===== config.mk =====
export PLATFORM = sky130hd
export DESIGN_NAME = multicycle_control_unit
export DESIGN_NICKNAME = d
export VERILOG_FILES = /design/src/rtl/mccu_pkg.sv /design/src/rtl/mccu_decoder.sv /design/src/rtl/multicycle_control_unit.sv
export SDC_FILE = /design/constraint.sdc
export NUM_CORES = 1
export LEC_CHECK = 0
export BUFFER_PORTS_ARGS = -buffer_cell sky130_fd_sc_hd__buf_2
export CORE_UTILIZATION = 52
export DETAILED_ROUTE_END_ITERATION = 6
export PLACE_DENSITY = 0.79
export SYNTH_ARGS = -nofsm -noshare
export SYNTH_HDL_FRONTEND = slang
export SYNTH_SLANG_ARGS = --single-unit

===== constraint.sdc =====
create_clock -name clk -period 2.5 [get_ports clk]
set_input_delay 0.5 -clock clk [delete_from_list [all_inputs] [get_ports clk]]
set_output_delay 0.5 -clock clk [all_outputs]
set_load 0.05 [all_outputs]

===== src/rtl/mccu_pkg.sv =====
// Shared encodings for the multicycle control unit: FSM states, opcode map,
// ALU operation selects and the packed control vector.
package mccu_pkg;

  typedef enum logic [2:0] {
    StFetch,
    StDecode,
    StExecute,
    StMem,
    StWriteback,
    StHalt,
    StTrap
  } state_e;

  localparam int unsigned OpAdd  = 0;
  localparam int unsigned OpSub  = 1;
  localparam int unsigned OpAnd  = 2;
  localparam int unsigned OpOr   = 3;
  localparam int unsigned OpAddi = 4;
  localparam int unsigned OpLw   = 5;
  localparam int unsigned OpSw   = 6;
  localparam int unsigned OpBeq  = 7;
  localparam int unsigned OpJmp  = 8;
  localparam int unsigned OpHalt = 9;

  localparam int unsigned AluAdd = 0;
  localparam int unsigned AluSub = 1;
  localparam int unsigned AluAnd = 2;
  localparam int unsigned AluOr  = 3;

  typedef struct packed {
    logic pc_write;
    logic ir_write;
    logic reg_write;
    logic mem_read;
    logic mem_write;
    logic alu_src;
    logic mem_to_reg;
    logic pc_src;
    logic imm_select;
    logic halted;
    logic illegal;
  } ctrl_t;

  // Anything above HALT in the opcode space traps.
  function automatic logic is_legal(int unsigned op);
    return op <= OpHalt;
  endfunction

endpackage


===== src/rtl/mccu_decoder.sv =====
// Combinational map from {state, opcode, zero, memory ready} to the datapath
// control vector and ALU operation select.
module mccu_decoder
  import mccu_pkg::*;
#(
  parameter int unsigned OPCODE_W = 4,
  parameter int unsigned ALUOP_W  = 4
) (
  input  state_e              state,
  input  logic [OPCODE_W-1:0] opcode,
  input  logic                zero,
  input  logic                mem_rdy,
  output ctrl_t               ctrl,
  output logic [ALUOP_W-1:0]  alu_op
);

  int unsigned op;

  always_comb begin
    ctrl   = '0;
    alu_op = '0;
    op     = 32'(opcode);
    case (state)
      StFetch: begin
        ctrl.mem_read = 1'b1;
        ctrl.ir_write = 1'b1;
        // PC advances only once the fetch actually completes.
        ctrl.pc_write = mem_rdy;
      end
      StExecute: begin
        case (op)
          OpAdd, OpAddi, OpLw, OpSw: alu_op = ALUOP_W'(AluAdd);
          OpSub, OpBeq:              alu_op = ALUOP_W'(AluSub);
          OpAnd:                     alu_op = ALUOP_W'(AluAnd);
          OpOr:                      alu_op = ALUOP_W'(AluOr);
          default:                   alu_op = '0;
        endcase
        ctrl.alu_src = (op == OpAddi) || (op == OpLw) || (op == OpSw);
        if ((op == OpJmp) || ((op == OpBeq) && zero)) begin
          ctrl.pc_write   = 1'b1;
          ctrl.pc_src     = 1'b1;
          ctrl.imm_select = 1'b1;
        end
      end
      StMem: begin
        ctrl.mem_read  = (op == OpLw);
        ctrl.mem_write = (op == OpSw);
      end
      StWriteback: begin
        ctrl.reg_write  = 1'b1;
        ctrl.mem_to_reg = (op == OpLw);
      end
      StHalt:  ctrl.halted  = 1'b1;
      StTrap:  ctrl.illegal = 1'b1;
      default: ctrl = '0;
    endcase
  end

endmodule


===== src/rtl/multicycle_control_unit.sv =====
// Multicycle control FSM: state register, transitions with memory-ready
// handshake, retired-instruction counter and reset-gated control outputs.
module multicycle_control_unit
  import mccu_pkg::*;
#(
  parameter int unsigned OPCODE_W = 4,
  parameter int unsigned ALUOP_W  = 4,
  parameter int unsigned CNT_W    = 32,
  parameter int unsigned MEM_WAIT = 1
) (
  input  logic                clk,
  input  logic                reset,
  input  logic [OPCODE_W-1:0] opcode,
  input  logic                zero,
  input  logic                mem_ready,
  input  logic                resume,
  output logic                PC_write,
  output logic                IR_write,
  output logic                RegWrite,
  output logic                MemRead,
  output logic                MemWrite,
  output logic                ALUsrc,
  output logic                MemtoReg,
  output logic                PCsrc,
  output logic                Imm_select,
  output logic [ALUOP_W-1:0]  ALUop,
  output logic                halted,
  output logic                illegal,
  output logic [CNT_W-1:0]    retired
);

  state_e           state_q, state_d;
  logic [CNT_W-1:0] retired_q;
  logic             mem_rdy;
  logic             retire;
  int unsigned      op;
  ctrl_t            ctrl;
  logic [ALUOP_W-1:0] alu_op;

  assign mem_rdy = (MEM_WAIT == 0) ? 1'b1 : mem_ready;

  always_comb begin
    state_d = state_q;
    retire  = 1'b0;
    op      = 32'(opcode);
    case (state_q)
      StFetch: if (mem_rdy) state_d = StDecode;
      StDecode: begin
        if (op == OpHalt)     state_d = StHalt;
        else if (!is_legal(op)) state_d = StTrap;
        else                  state_d = StExecute;
      end
      StExecute: begin
        if ((op == OpBeq) || (op == OpJmp)) begin
          state_d = StFetch;
          retire  = 1'b1;
        end else if ((op == OpLw) || (op == OpSw)) begin
          state_d = StMem;
        end else begin
          state_d = StWriteback;
        end
      end
      StMem: begin
        if (mem_rdy) begin
          if (op == OpSw) begin
            state_d = StFetch;
            retire  = 1'b1;
          end else begin
            state_d = StWriteback;
          end
        end
      end
      StWriteback: begin
        state_d = StFetch;
        retire  = 1'b1;
      end
      StHalt, StTrap: if (resume) state_d = StFetch;
      default: state_d = StFetch;
    endcase
  end

  always_ff @(posedge clk or negedge reset) begin
    if (!reset) begin
      state_q   <= StFetch;
      retired_q <= '0;
    end else begin
      state_q <= state_d;
      if (retire) retired_q <= retired_q + CNT_W'(1);
    end
  end

  mccu_decoder #(
    .OPCODE_W(OPCODE_W),
    .ALUOP_W (ALUOP_W)
  ) u_decoder (
    .state  (state_q),
    .opcode (opcode),
    .zero   (zero),
    .mem_rdy(mem_rdy),
    .ctrl   (ctrl),
    .alu_op (alu_op)
  );

  // Gate with reset so an in-flight store is dropped the moment reset asserts.
  assign PC_write   = reset & ctrl.pc_write;
  assign IR_write   = reset & ctrl.ir_write;
  assign RegWrite   = reset & ctrl.reg_write;
  assign MemRead    = reset & ctrl.mem_read;
  assign MemWrite   = reset & ctrl.mem_write;
  assign ALUsrc     = reset & ctrl.alu_src;
  assign MemtoReg   = reset & ctrl.mem_to_reg;
  assign PCsrc      = reset & ctrl.pc_src;
  assign Imm_select = reset & ctrl.imm_select;
  assign halted     = reset & ctrl.halted;
  assign illegal    = reset & ctrl.illegal;
  assign ALUop      = reset ? alu_op : '0;
  assign retired    = retired_q;

endmodule


==> flow_summary.yaml <==
final_layout:
  multi_input_area_um2: 1080
  num_antenna_cells: 0
  final_common_cell: "buf_2"
  fin_nets: 279
  ff_latch_area_um2: 876
  syn2layout_area_growth_pct: 23.9
  n_fill_cell: 301
  final_cell_mix: "52 x buf_2, 35 x dfrtp_1, 18 x nand2_1"
  drive_gt1_frac: 0.327
floorplanning:
  start_util: 0.549
  chipHeight_um: 64.4
  coreArea_um2: 3690
  rows: 22
  pin_count: 56
  die_area_um2: 4140
  die_w_um: 64.4
grt:
  grt_use_met1: 0.311
  grt_use_total: 0.219
  overflow: 0
  grt_pass1_wl_mm: 6.99
  antenna_found_initial: 0
  grt_pass1_vias: 1507
  gr-max-usage-layer: "met2"
  use_met2: 0.329
  grtUsageMet3: 0.0500
  grt_max_degree: 21
timing:
  setup_ws_ns: 0.162
  fmax_ghz: 0.428
  slew_viol_final: 0
  holdWs_ns: 0.257
  skew_ns: 0.00567
  slew_headroom: 0.585
  rsz0062_at_grt: "no"
  finalCritPeriodShare: 0.935
  setup-tns-final_ns: 0
  min_period_ns: 2.34
  final-hold-violation-count: 0
  setup_viol: 0
  tightestPinTransition_ns: 0.618
cts:
  cts_buffers: 5
  clk_pin_slew_worst_paths_ns: 0.07
  htree_levels: 2
  postCtsSetupBuffers: 0
  cts_resized: 0
  cts_tree: "built"
  clock_latency_ns: 0.28
  cts_root_buf: "clkbuf_8"
  clockBufferDepth: 2
  hold_buffers: 0
  clock_sinks: 35
placed_design:
  port-buffer-count: 53
  place_hpwl_mm: 3.21
  dp_slack_ns: 0.0793
  gp_congestion: 0.847
critical_path:
  critPathKind: "reg -> out"
  startpoint_type: "flip-flop"
  crit_path_max_fanout: 10
  crit_path_max_incr_delay_ns: 0.37
  cp_data_required_time_ns: 2.00
  cp.arrival_ns: 1.84
  worstPathCellList: "buf_4, nor2_1, nand3_1, a211oi_2, buf_2"
  worstSetupEndpointType: "output port"
  cpMaxStageDelayCell: "dfrtp_1"
synth:
  synthArstFlopShare: 1.00
  synthCells: 207
  ys_types: 47
  ys_seq_elements: 35
  synthMuxAreaShare: 0.00557
  synth.top_cell.area_share: 0.433
  synth.area.top_cells: "dfrtp_1 43%, xnor2_1 7.4%, xor2_1 6.5%, nand2_1 3.3%, nand4_1 2.5%"
  synthXorXnorAreaFrac: 0.147
  synthesis.area_per_instance_um2: 9.77
  synth_top_family_by_area: "simple AND/OR/NAND/NOR gates"
  synth-compound-area-share: 0.0668
  synthAdderAreaFrac: 0.00618
  synth_edf_count: 0
  synth_largest_area_cell: "dfrtp_1"
  synthSimpleGateAreaFrac: 0.293
  yosysWarningCount: 0
  netlist_area_um2: 2020
  synth_ff_type: "dfrtp_1"
  yosysSeqAreaShare: 0.433
pwr:
  cellPowerDensity_nw_per_um2: 845
  ir_drop_uv: 481
  leakagePower_nw: 1.12
min_path:
  hold_path.class: "in -> async"
run:
  maxCapViolCount: 0
route:
  wl_per_cell_um: 13.3
  dr_total_vias: 1716
  drt-vias-per-instance: 5.41
  firstDrtPassIters: 4
  drtAntennaViolNets: 0
  drtIter0Drc: 97
  routed_wl_mm: 4.22
  drc: 0
status:
  outcome: "finished, final reports clean"
==> kinds of logic after synthesis <==
| kind of cell | Yosys count |
|---|---|
| adders and majority gates | 1 |
| AOI/OAI and AO/OA | 22 |
| buffers and inverters | 16 |
| and+or+nand+nor | 98 |
| muxes | 1 |
| xor gates and xnor gates | 33 |
| other | 1 |
| DFF | 35 |
==> Yosys cell counts (4+ instances only) <==
cell      number
nand2_1       18
nand4_1        8
o21ai_0        5
nand2b_1       6
and3_1         7
dfrtp_1       35
nor3_1         8
clkbuf_1       4
nor2_1        13
a21oi_1        7
nor4_1         4
nand3_1        8
xnor2_1       17
xor2_1        15
==> final cells by class <==
type	count	share of cell area
Clock buffer	6	0.0290
Sequential cell	35	0.349
Inverter	3	0.00449
Timing Repair Buffer	67	0.149
Clock inverter	1	0.0120
Tap cell	48	0.0240
Multi-Input combinational cell	157	0.432
==> final timing paths <==
path	start	to	slack, ns	cells past startpoint
hold / removal	reset	retired[9]	0.26	2
max in group asynchronous	reset	retired[1]	2.02	2
setup reg to reg	state_q[0]	retired[26]	0.34	7
setup / recovery	state_q[2]	ALUsrc	0.16	5
hold reg to reg	retired[14]	retired[14]	0.48	1
min in group clk	retired[14]	retired[14]	0.48	1
==> registers in the layout, summed over array words and instances (netlist names) <==
register,count
retired,32
state_q,3
==> metrics by stage <==
stage / std cells / cell area, um2 / utilization / power [W]
detailed placement: 310 / 2400 / 0.651 / 0.00165
CTS: 317 / 2500 / 0.679 / 0.00213
finish: 317 / 2510 / 0.679 / 0.00212
global route: 317 / 2510 / 0.679 / 0.00225
global placement: 310 / 2400 / 0.651 / 0.00163
floorplan: 208 / 2060 / - / 0.00143
==> routing by layer <==
metal | up-vias | share of wire
met2 | 45 | 0.45
met4 | 0 | 0.017
met1 | 818 | 0.48
li1 | 846 | -
met5 | - | 0
met3 | 7 | 0.046
==> critical path: cells and delay by family (launching register included) <==
family / cells / cell delay, ns
buffers and inverters: 2 / 0.46
AOI/OAI and AO/OA: 1 / 0.25
DFF: 1 / 0.37
and+or+nand+nor: 2 / 0.48
==> power by group <==
part / switching (W) / leakage (nW) / internal (W) / total (W)
Clock: 0.000188 / 0.0513 / 0.000292 / 0.000480
Sequential: 0.000105 / 0.423 / 0.000645 / 0.000750
Combinational: 0.000606 / 0.648 / 0.000283 / 0.000889
Power figures use the tool's default switching activity.
